**config.mk**
```make
export PLATFORM = sky130hd
export DESIGN_NAME = bin_to_bcd_seq
export DESIGN_NICKNAME = d
export VERILOG_FILES = /design/src/rtl/bcd_pkg.sv /design/src/rtl/bcd_add3_digit.sv /design/src/rtl/bin_to_bcd_seq.sv
export SDC_FILE = /design/constraint.sdc
export NUM_CORES = 1
export LEC_CHECK = 0
export CAP_MARGIN = 10
export CELL_PAD_IN_SITES_DETAIL_PLACEMENT = 2
export CELL_PAD_IN_SITES_GLOBAL_PLACEMENT = 2
export CORE_MARGIN = 4
export CORE_UTILIZATION = 36
export CTS_CLUSTER_SIZE = 16
export DETAILED_ROUTE_END_ITERATION = 8
export HOLD_SLACK_MARGIN = 0.1
export PLACE_DENSITY = 0.85
export SETUP_SLACK_MARGIN = 0.1
export SYNTH_ARGS = -nofsm -noshare
export SYNTH_HDL_FRONTEND = slang
export SYNTH_SLANG_ARGS = --single-unit
```
**constraint.sdc**
```tcl
create_clock -name clk -period 3.05 [get_ports clk]
set_input_delay 0.4575 -clock clk [delete_from_list [all_inputs] [get_ports clk]]
set_output_delay 0.4575 -clock clk [all_outputs]
set_load 0.005 [all_outputs]
```
**src/rtl/bcd_pkg.sv**
```systemverilog
// Shared constants, FSM state type and sizing helper for the sequential binary-to-BCD converter.
package bcd_pkg;

  localparam int unsigned DIGIT_W = 4;

  typedef enum logic [1:0] {
    StIdle,
    StShift,
    StDone
  } state_e;

  // Decimal digits needed to represent the largest bin_w-bit unsigned value.
  function automatic int unsigned min_digits(input int unsigned bin_w);
    longint unsigned max_val;
    int unsigned     n;
    max_val = (64'd1 << bin_w) - 64'd1;
    n       = 1;
    for (int i = 0; i < 20; i++) begin
      if (max_val >= 64'd10) begin
        max_val = max_val / 64'd10;
        n++;
      end
    end
    return n;
  endfunction

endpackage

```
**src/rtl/bcd_add3_digit.sv**
```systemverilog
// Double-dabble digit correction: a BCD digit of 5 or more gets +3 before the left shift.
module bcd_add3_digit
  import bcd_pkg::*;
(
  input  logic [DIGIT_W-1:0] d_i,
  output logic [DIGIT_W-1:0] d_o
);

  assign d_o = (d_i >= DIGIT_W'(5)) ? d_i + DIGIT_W'(3) : d_i;

endmodule

```
**src/rtl/bin_to_bcd_seq.sv**
```systemverilog
// Sequential shift-add-3 binary-to-BCD converter with valid/ready handshake on both sides.
// One bit is shifted per cycle; result and significant-digit count are registered on the last shift.
module bin_to_bcd_seq
  import bcd_pkg::*;
#(
  parameter int unsigned BIN_W  = 10,
  parameter int unsigned DIGITS = 4,
  localparam int unsigned BCD_W  = DIGIT_W * DIGITS,
  localparam int unsigned NDIG_W = $clog2(DIGITS + 1)
) (
  input  logic              clk,
  input  logic              rst_n,
  input  logic              in_valid_i,
  output logic              in_ready_o,
  input  logic [BIN_W-1:0]  in_bin_i,
  output logic              out_valid_o,
  input  logic              out_ready_i,
  output logic [BCD_W-1:0]  out_bcd_o,
  output logic [NDIG_W-1:0] out_ndig_o
);

  localparam int unsigned CNT_W = $clog2(BIN_W + 1);

  if (BIN_W == 0 || BIN_W > 32) begin : g_bad_bin_w
    $error("bin_to_bcd_seq: BIN_W must be in 1..32");
  end
  if (DIGITS < min_digits(BIN_W)) begin : g_bad_digits
    $error("bin_to_bcd_seq: DIGITS too small for BIN_W");
  end

  state_e            state_q, state_d;
  logic [CNT_W-1:0]  cnt_q, cnt_d;
  logic [BIN_W-1:0]  shreg_q, shreg_d;
  logic [BCD_W-1:0]  bcd_q, bcd_d;
  logic [BCD_W-1:0]  out_bcd_q, out_bcd_d;
  logic [NDIG_W-1:0] out_ndig_q, out_ndig_d;

  logic [BCD_W-1:0]       bcd_adj;
  logic [BCD_W-1:0]       bcd_shl;
  logic [BIN_W-1:0]       shreg_shl;
  logic [BCD_W+BIN_W:0]   cat_shl;
  logic [NDIG_W-1:0]      ndig_shl;
  logic                   unused_top_bit;

  for (genvar k = 0; k < DIGITS; k++) begin : g_digit
    bcd_add3_digit u_add3 (
      .d_i (bcd_q[DIGIT_W*k +: DIGIT_W]),
      .d_o (bcd_adj[DIGIT_W*k +: DIGIT_W])
    );
  end

  // The top bit shifted out of the BCD field is always zero given the DIGITS check.
  assign cat_shl        = {bcd_adj, shreg_q, 1'b0};
  assign bcd_shl        = cat_shl[BIN_W +: BCD_W];
  assign shreg_shl      = cat_shl[BIN_W-1:0];
  assign unused_top_bit = cat_shl[BCD_W+BIN_W];

  always_comb begin
    ndig_shl = NDIG_W'(1);
    for (int unsigned k = 1; k < DIGITS; k++) begin
      if (bcd_shl[DIGIT_W*k +: DIGIT_W] != '0) begin
        ndig_shl = NDIG_W'(k + 1);
      end
    end
  end

  always_comb begin
    state_d    = state_q;
    cnt_d      = cnt_q;
    shreg_d    = shreg_q;
    bcd_d      = bcd_q;
    out_bcd_d  = out_bcd_q;
    out_ndig_d = out_ndig_q;
    unique case (state_q)
      StIdle: begin
        if (in_valid_i) begin
          shreg_d = in_bin_i;
          bcd_d   = '0;
          cnt_d   = CNT_W'(BIN_W);
          state_d = StShift;
        end
      end
      StShift: begin
        shreg_d = shreg_shl;
        bcd_d   = bcd_shl;
        cnt_d   = cnt_q - CNT_W'(1);
        if (cnt_q == CNT_W'(1)) begin
          state_d    = StDone;
          out_bcd_d  = bcd_shl;
          out_ndig_d = ndig_shl;
        end
      end
      StDone: begin
        if (out_ready_i) begin
          state_d = StIdle;
        end
      end
      default: state_d = StIdle;
    endcase
  end

  always_ff @(posedge clk or negedge rst_n) begin
    if (!rst_n) begin
      state_q    <= StIdle;
      cnt_q      <= '0;
      shreg_q    <= '0;
      bcd_q      <= '0;
      out_bcd_q  <= '0;
      out_ndig_q <= NDIG_W'(1);
    end else begin
      state_q    <= state_d;
      cnt_q      <= cnt_d;
      shreg_q    <= shreg_d;
      bcd_q      <= bcd_d;
      out_bcd_q  <= out_bcd_d;
      out_ndig_q <= out_ndig_d;
    end
  end

  assign in_ready_o  = (state_q == StIdle);
  assign out_valid_o = (state_q == StDone);
  assign out_bcd_o   = out_bcd_q;
  assign out_ndig_o  = out_ndig_q;

endmodule
```
==> results.ini, run 1 <==
[floorplan]
row_count = 30
dieHeight_um = 91.7
initial_core_util = 0.371
die_width_um = 91.7
core_area_um2 = 6790
dieArea_um2 = 8410
pin_count = 35

[critical_path]
r2r_end = out_ndig_o[1]
startpoint_type = register
path_class = register to register
cp-startpoint = state_q[0]
max_stage_delay_ps = 640
crit_arrival_ps = 2560
required_ps = 3250
crit_family = simple AND/OR/NAND/NOR gates
reg2regPathDepth = 3
cp_cell_sequence = nor2b_2, nand2_1, a22o_1
timing.rr.start = state_q[0]
cp_num_buf_inv = 0
end_kind = register
regToRegSetupSlack_ps = 700
slowest_stage = dfrtp_1
critPathMaxFanout = 28

[drt]
route.met2.wl_mm = 3.42
initialDrtViolationCount = 52
ant_nets = 0
routed-wl-met3_um = 160
dr.pass1.iters = 4
wl_per_cell_um = 16.8
drc = 0
highest_layer = met4
wl_met1_mm = 3.01
viasPerCell = 5.16
finalWirelength_mm = 6.65
route.vias.total = 2037

[clocking]
cts_tree = yes
cts_buffer_depth = 2
cts_resized = 0
hold_buffers = 0
clock_latency_ps = 310
cts_buffers = 5
cts_root_buffer = clkbuf_8
h-tree-depth = 2
path_clk_slew_ps = 100
clock-sinks = 51
cts_setup_buffers = 0

[placement]
dp_cells = 387
gp_congestion = 0.766
place_hpwl_mm = 4.77
portBuffers = 34

[pwr]
p_per_area_nw_per_um2 = 1020
p_sw_frac = 0.417
p_clk_frac = 0.129
p_switching_w = 0.00129
cellLeakagePower_nw = 1.30
p_comb_frac = 0.470
p_seq_frac = 0.402
ir_worst_vdd_uv = 305
p_int_w = 0.00181

[timing]
rsz0062_at_grt = no
period_needed_ps = 2350
setup_tns_ps = 0
max_freq_mhz = 425
fin_crit_sh = 0.771
relSlewSlack = 0.429
skew_ps = 4.09
maxSlewViolCount = 0
tightest_slew_ps = 855
finalHoldViolations = 0
finalSetupViolCount = 0

[flow_run]
drv_cap = 0

[global_route]
gr-total-overflow = 0
antenna_found_initial = 0
first_global_vias = 2264
grt_max_degree = 33
grt_pass1_wl_mm = 11.3
grtUsageTotal = 0.164

[yosys]
synthFlopType = dfrtp_1
ys_ff_latch = 51
yosysWarnings = 0
ys_seq_area_frac = 0.506
synthesis.nets = 290
synth_area_per_cell_um2 = 9.49
synthArstFlopShare = 1.00
ys_types = 38
synth-edff-count = 0
syn-cell-area_um2 = 2520
syn_inst = 266

[layout]
area_growth_pct = 20.5
fillers = 732
final_nets = 322
antenna_cells = 0
final_cells = 395
mostFrequentLayoutCells = dfrtp_1, o21ai_0, nand2_1
drive_gt1_frac = 0.0669
final_common_cell = dfrtp_1

[status]
status = finished clean

[min_path]
worstHoldPathType = primary input to asynchronous set/reset pin

## how the worst max path moves through the flow
| stage | to | slack, ps | depth (start not counted) |
|---|---|---|---|
| 2_1_floorplan | out_ndig_o[1] | 1240 | 6 |
| 3_3_place_gp | out_ndig_o[1] | 810 | 3 |
| 3_5_place_dp | out_ndig_o[1] | 710 | 3 |
| 4_1_cts | out_ndig_o[1] | 680 | 3 |
| 5_1_grt | out_bcd_o[9] | 450 | 4 |
| 6_report | out_ndig_o[1] | 700 | 3 |
## power groups by stage
stage,Clock (W),Combinational [W],Sequential (W)
2_1_floorplan,0,0.000953,0.00118
3_3_place_gp,0,0.00138,0.00124
3_5_place_dp,0,0.00147,0.00126
4_1_cts,0.000417,0.00149,0.00125
5_1_grt,0.000443,0.00167,0.00130
6_report,0.000399,0.00146,0.00125
## synthesized netlist by cell type (2+ instances only)
cell / number / area (um^2)
nand2_1: 41 / 154
a31oi_1: 3 / 18.8
mux2i_1: 4 / 40.0
xnor2_1: 4 / 35.0
nand2b_1: 4 / 25.0
mux2_2: 3 / 33.8
nand3b_1: 2 / 15.0
a22o_1: 4 / 35.0
nor3b_1: 5 / 37.5
inv_1: 13 / 48.8
nor3_1: 5 / 25.0
nor2b_1: 11 / 68.8
nor2_1: 8 / 30.0
a21oi_1: 16 / 80.1
dfrtp_1: 50 / 1250
clkbuf_1: 9 / 33.8
and2_1: 3 / 18.8
ha_1: 10 / 125
a22oi_1: 8 / 60.1
o21ai_0: 45 / 225
## logic make-up (layout without fill, tap and decap cells)
family	after synthesis	after routing	synth area share
xor+xnor	4	4	0.0139
fa+ha+maj	10	10	0.0496
flops	51	51	0.506
buf+inv	25	58	0.0392
mux	7	7	0.0293
compound gates	83	83	0.187
simple gates	86	86	0.175
## through the flow
stage               utilization  hold slack [ps]  setup slack [ps]  total power (W)  area [um^2]
floorplan                     -              162              1240          0.00213         2520
global placement          0.434              463               811          0.00263         2950
detailed placement        0.434              469               713          0.00273         2950
CTS                       0.448              231               684          0.00316         3040
global route              0.448              271               447          0.00341         3040
finish                    0.448              216               698          0.00310         3040
## registers in the layout, indices dropped and copies added, names as in the netlist
signal / flops
out_ndig_o: 3
state_q: 2
out_bcd_o: 16
cnt_q: 4
bcd_q: 16
shreg_q: 10
## per-layer routing
layer / track usage / vias up
met5: 0 / -
met4: 0.0396 / 0
met3: 0.0279 / 5
met2: 0.288 / 26
met1: 0.211 / 1029
li1: - / 977
## worst register-to-register path: stages (launching register included)
cell,delay (ps)
dfrtp_1,640
nor2b_2,530
nand2_1,640
a22o_1,440
## final cells by class
cell class              instances  area, um^2  area share
clock buffers                   5        68.8      0.0226
multi-input cells             190        1150       0.377
inverters                      13        48.8      0.0160
well taps                      96         120      0.0395
clock inverters                 3        20.0     0.00658
flip-flops and latches         51        1280       0.420
repair buffers                 37         358       0.118
Power figures use the tool's default switching activity.
==> run 2: changes to the inputs <==
--- a/config.mk
+++ b/config.mk
@@ -9,11 +9,11 @@
 export CELL_PAD_IN_SITES_DETAIL_PLACEMENT = 2
 export CELL_PAD_IN_SITES_GLOBAL_PLACEMENT = 2
 export CORE_MARGIN = 4
-export CORE_UTILIZATION = 36
+export CORE_UTILIZATION = 34
 export CTS_CLUSTER_SIZE = 16
 export DETAILED_ROUTE_END_ITERATION = 8
 export HOLD_SLACK_MARGIN = 0.1
-export PLACE_DENSITY = 0.85
+export PLACE_DENSITY = 0.81
 export SETUP_SLACK_MARGIN = 0.1
 export SYNTH_ARGS = -nofsm -noshare
 export SYNTH_HDL_FRONTEND = slang
==> constraint.sdc (replaced) <==
create_clock -name clk -period 2.33 [get_ports clk]
set_input_delay 0.3495 -clock clk [delete_from_list [all_inputs] [get_ports clk]]
set_output_delay 0.3495 -clock clk [all_outputs]
set_load 0.005 [all_outputs]
==> results.ini, run 2 (same netlist as run 1, synthesis figures left out) <==
[status]
status = finished clean

[placement]
portBuffers = 34  ; unchanged
place_hpwl_mm = 4.66  ; -2.5%
gp_congestion = 0.760  ; -0.77%
post-place-ws_ps = 353  ; -359 ps
dp_cells = 398  ; +2.8%

[critical_path]
cp_num_buf_inv = 3  ; +3
max_stage_delay_ps = 510  ; -130 ps
end_kind = primary output
startpoint_type = register
cp_cell_sequence = inv_1, nand2_1, inv_1, clkdlybuf4s50_1
crit_family = buffers and inverters
crit_arrival_ps = 1670  ; -890 ps
path_common_cell = inv_1
critPathMaxFanout = 10  ; -64%
required_ps = 1980  ; -1270 ps
slowest_stage = dfrtp_1
path_class = register to primary output

[timing]
rsz0062_at_grt = no
period_needed_ps = 2020
maxSlewViolCount = 0  ; unchanged
finalWorstSetupSlack_ps = 310  ; -388 ps
relSlewSlack = 0.550  ; +0.121
max_freq_mhz = 495
skew_ps = 2.53  ; -1.56 ps
finalSetupViolCount = 0  ; unchanged
tightest_slew_ps = 675  ; -180 ps
fin_crit_sh = 0.867
finalHoldViolations = 0  ; unchanged
setup_tns_ps = 0  ; unchanged

[pwr]
p_sw_frac = 0.397  ; -0.0199
p_int_w = 0.00257  ; +42%
ir_worst_vdd_uv = 347  ; +14%
p_seq_frac = 0.380  ; -0.022
p_clk_frac = 0.152  ; +0.023
p_switching_w = 0.00169  ; +31%
cellLeakagePower_nw = 1.36  ; +4.6%
p_comb_frac = 0.468  ; -0.002
p_per_area_nw_per_um2 = 1360  ; +33%

[layout]
antenna_cells = 0  ; unchanged
final_nets = 330  ; +2.5%
mostFrequentLayoutCells = dfrtp_1, o21ai_0, nand2_1
final_common_cell = dfrtp_1
fillers = 819  ; +12%
final_cells = 406  ; +2.8%
area_growth_pct = 24.1
drive_gt1_frac = 0.0912  ; +0.0243

[drt]
viasPerCell = 5.13  ; -0.46%
initialDrtViolationCount = 22  ; -58%
wl_per_cell_um = 16.2  ; -3.7%
route.vias.total = 2084  ; +2.3%
drc = 0  ; unchanged
ant_nets = 0  ; unchanged
dr.pass1.iters = 4  ; unchanged
finalWirelength_mm = 6.59  ; -0.98%

[floorplan]
row_count = 31  ; +3.3%
dieArea_um2 = 8870  ; +5.4%
core_area_um2 = 7210  ; +6.2%
dieHeight_um = 94.2  ; +2.6%
pin_count = 35  ; unchanged
initial_core_util = 0.350  ; -0.0216
die_width_um = 94.2  ; +2.6%

[global_route]
grt_max_degree = 52  ; +58%
grt_pass1_wl_mm = 11.5  ; +1.9%
antenna_found_initial = 0  ; unchanged
gr-total-overflow = 0  ; unchanged
grtUsageTotal = 0.165  ; +0.000631
first_global_vias = 2362  ; +4.3%

[clocking]
clock-sinks = 51  ; unchanged
cts_buffers = 5  ; unchanged
h-tree-depth = 2  ; unchanged
path_clk_slew_ps = 90  ; about the same
hold_buffers = 0  ; unchanged
cts_tree = yes
cts_root_buffer = clkbuf_8
cts_setup_buffers = 0  ; unchanged
cts_resized = 0  ; unchanged
cts_buffer_depth = 2  ; unchanged
clock_latency_ps = 310  ; about the same

[min_path]
worstHoldPathType = primary input to asynchronous set/reset pin

[flow_run]
drv_cap = 0  ; unchanged

==> run 2: changes by cell type in the layout (fill, tap and decap cells not counted) <==
cell	change
bufinv_16	+1
clkinvlp_4	-2
buf_4	+8
clkbuf_8	+1
==> run 2: final cells by class <==
class	instances	area, um^2	area share
tap	99	124	0.0395
sequential	51	1280	0.408
inverter	13	48.8	0.0156
timing repair buffer	45	418	0.133
clock buffer	6	82.6	0.0264
multi-input combinational	190	1150	0.366
clock inverter	2	35.0	0.0112
==> run 2: stage by stage <==
step | cell area, um^2 | hold slack, ps | total power, W | util
6_report | 3130 | 162 | 0.00426 | 0.434
5_1_grt | 3130 | 208 | 0.00468 | 0.434
4_1_cts | 3130 | 179 | 0.00434 | 0.434
3_5_place_dp | 3020 | 470 | 0.00365 | 0.418
3_3_place_gp | 3020 | 462 | 0.00353 | 0.418
2_1_floorplan | 2520 | 53.9 | 0.00279 | -
==> run 2: layer usage <==
layer	share of wire	track usage
met5	0	0
met3	0.032	0.0329
met4	0.012	0.0457
met2	0.51	0.298
met1	0.44	0.197
==> run 2: worst paths after layout <==
kind,startpoint,endpoint,slack [ps],cells past startpoint
min,rst_n,out_bcd_o[12],160,2
min reg2reg,out_bcd_o[8],out_bcd_o[8],490,2
min in group clk,out_bcd_o[8],out_bcd_o[8],490,2
max in group asynchronous,rst_n,out_bcd_o[1],1730,2
max reg2reg,bcd_q[12],out_ndig_o[1],350,6
max,state_q[0],out_valid_o,310,4
==> run 2: power by group through the flow <==
stage	Clock (W)	Combinational (W)	Sequential, W
6_report	0.000650	0.00200	0.00162
5_1_grt	0.000713	0.00228	0.00168
4_1_cts	0.000672	0.00205	0.00162
3_5_place_dp	0	0.00202	0.00163
3_3_place_gp	0	0.00192	0.00161
2_1_floorplan	0	0.00125	0.00154
==> run 3: changes to the inputs <==
--- a/config.mk
+++ b/config.mk
@@ -8,13 +8,12 @@
 export CAP_MARGIN = 10
 export CELL_PAD_IN_SITES_DETAIL_PLACEMENT = 2
 export CELL_PAD_IN_SITES_GLOBAL_PLACEMENT = 2
-export CORE_MARGIN = 4
 export CORE_UTILIZATION = 34
 export CTS_CLUSTER_SIZE = 16
 export DETAILED_ROUTE_END_ITERATION = 8
 export HOLD_SLACK_MARGIN = 0.1
 export PLACE_DENSITY = 0.81
-export SETUP_SLACK_MARGIN = 0.1
+export SETUP_SLACK_MARGIN = 0.2
 export SYNTH_ARGS = -nofsm -noshare
 export SYNTH_HDL_FRONTEND = slang
 export SYNTH_SLANG_ARGS = --single-unit
==> constraint.sdc (replaced) <==
create_clock -name clk -period 1.9 [get_ports clk]
set_input_delay 0.285 -clock clk [delete_from_list [all_inputs] [get_ports clk]]
set_output_delay 0.285 -clock clk [all_outputs]
set_load 0.005 [all_outputs]
==> results.ini, run 3 (same netlist as run 1, synthesis figures left out) <==
[timing]
fin_crit_sh = 0.946
tightest_slew_ps = 502  ; -173 ps
skew_ps = 5.31  ; +2.78 ps
maxSlewViolCount = 0  ; unchanged
finalSetupViolCount = 0  ; unchanged
rsz0062_at_grt = yes
max_freq_mhz = 556
period_needed_ps = 1800
relSlewSlack = 0.665  ; +0.115
finalHoldViolations = 0  ; unchanged
setup_tns_ps = 0  ; unchanged

[critical_path]
path_class = register to register
endpoint = out_ndig_o[1]
critPathMaxFanout = 5  ; -5
regToRegSetupSlack_ps = 100  ; -250 ps
crit_arrival_ps = 2010  ; +340 ps
timing.rr.start = bcd_q[8]
reg2regPathDepth = 7  ; +1
end_kind = register
cp-startpoint = bcd_q[8]
required_ps = 2110  ; +130 ps
startpoint_type = register
r2r_end = out_ndig_o[1]

[drt]
route.vias.total = 2184  ; +4.8%
viasPerCell = 5.10  ; -0.59%
finalWirelength_mm = 7.88  ; +20%
wl_per_cell_um = 18.4  ; +13%
drc = 0  ; unchanged
ant_nets = 0  ; unchanged
initialDrtViolationCount = 60  ; +170%
dr.pass1.iters = 4  ; unchanged

[global_route]
antenna_found_initial = 0  ; unchanged
gr-total-overflow = 0  ; unchanged
grt_max_degree = 25  ; -52%
grt_pass1_wl_mm = 11.6  ; +0.89%
first_global_vias = 2327  ; -1.5%
grtUsageTotal = 0.197  ; +0.0323

[clocking]
cts_root_buffer = clkbuf_8
cts_buffers = 5  ; unchanged
cts_tree = yes
path_clk_slew_ps = 100  ; about the same
h-tree-depth = 2  ; unchanged
cts_buffer_depth = 2  ; unchanged
clock_latency_ps = 310  ; about the same
clock-sinks = 51  ; unchanged

[layout]
antenna_cells = 0  ; unchanged
final_cells = 428  ; +5.4%
drive_gt1_frac = 0.237  ; +0.146
mostFrequentLayoutCells = dfrtp_1, o21ai_0, nand2_1
area_growth_pct = 37.5
final_nets = 352  ; +6.7%
final_common_cell = dfrtp_1
utilization = 0.481  ; +0.0467

[placement]
portBuffers = 34  ; unchanged
dp_cells = 401  ; +0.75%
place_hpwl_mm = 4.98  ; +6.9%
gp_congestion = 0.733  ; -3.6%

[pwr]
p_per_area_nw_per_um2 = 1770  ; +30%
cellLeakagePower_nw = 1.50  ; +10%
ir_worst_vdd_uv = 541  ; +56%

[floorplan]
initial_core_util = 0.350  ; unchanged
dieHeight_um = 88.2  ; -6.4%
core_area_um2 = 7210  ; unchanged
row_count = 31  ; unchanged
dieArea_um2 = 7770  ; -12%
pin_count = 35  ; unchanged
die_width_um = 88.2  ; -6.4%

[min_path]
worstHoldPathType = primary input to asynchronous set/reset pin

[flow_run]
drv_cap = 0  ; unchanged

[status]
status = finished clean

## run 3: cell types whose count changed in the layout (fill, tap and decap cells not counted), sizes merged
cell,previous run,this run
dlygate4sd2,0,2
dlygate4sd3,0,1
clkdlybuf4s50,33,31
buf,12,33
## run 3: where the power goes
| part | internal [W] | total, W | switching (W) |
|---|---|---|---|
| logic | 0.00167 | 0.00332 | 0.00165 |
| registers | 0.00156 | 0.00200 | 0.000444 |
| clock network | 0.000427 | 0.000817 | 0.000390 |
## run 3: worst max-delay path, stage by stage, from the launching register on
cell and delay, ps:
dfrtp_2 450, inv_1 150, ha_4 180, nand2b_1 80
a21o_1 230, mux2i_2 270, nand4bb_1 130, a22o_1 210
## run 3: per-layer routing
metal	routed length, um	part of all wire	track usage
met5	0	0	0
met4	120	0.015	0.0440
met3	184	0.023	0.0254
met2	4170	0.53	0.356
met1	3400	0.43	0.251
## run 3: timing repair
item	4_1_cts	5_1_grt
endpoints found under the hold margin	16	0
endpoints found under the setup margin	12	18
pin swaps	5	6
hold buffers	1	0
buffers inserted	7	11
cloned	0	0
gates resized for setup	17	27
## run 3: how the worst min path moves through the flow
| stage | startpoint | end | cells past startpoint |
|---|---|---|---|
| after global placement | rst_n | out_ndig_o[2] | 1 |
| after detailed placement | rst_n | out_ndig_o[2] | 1 |
| after CTS | rst_n | out_ndig_o[2] | 2 |
| after floorplan | rst_n | bcd_q[0] | 0 |
| final | rst_n | out_ndig_o[1] | 2 |
| after global routing | rst_n | out_ndig_o[1] | 2 |
## run 3: stage by stage
stage	instance area [um^2]	hold WS (ps)	total power, W	setup WS, ps
after global placement	3070	274	0.00439	91.2
after global routing	3470	499	0.00660	50.1
after detailed placement	3070	273	0.00459	21.0
final	3470	470	0.00614	102
after CTS	3290	478	0.00562	61.6
after floorplan	2530	-10.6	0.00345	208
## run 3: cell type report
cell class / instances / area, um^2
clock buffer: 6 / 82.6
clock inverter: 2 / 35.0
fill: 772 / 3740
inverter: 13 / 48.8
multi-input combinational: 190 / 1280
sequential: 51 / 1280
tap: 99 / 124
timing repair buffer: 67 / 612
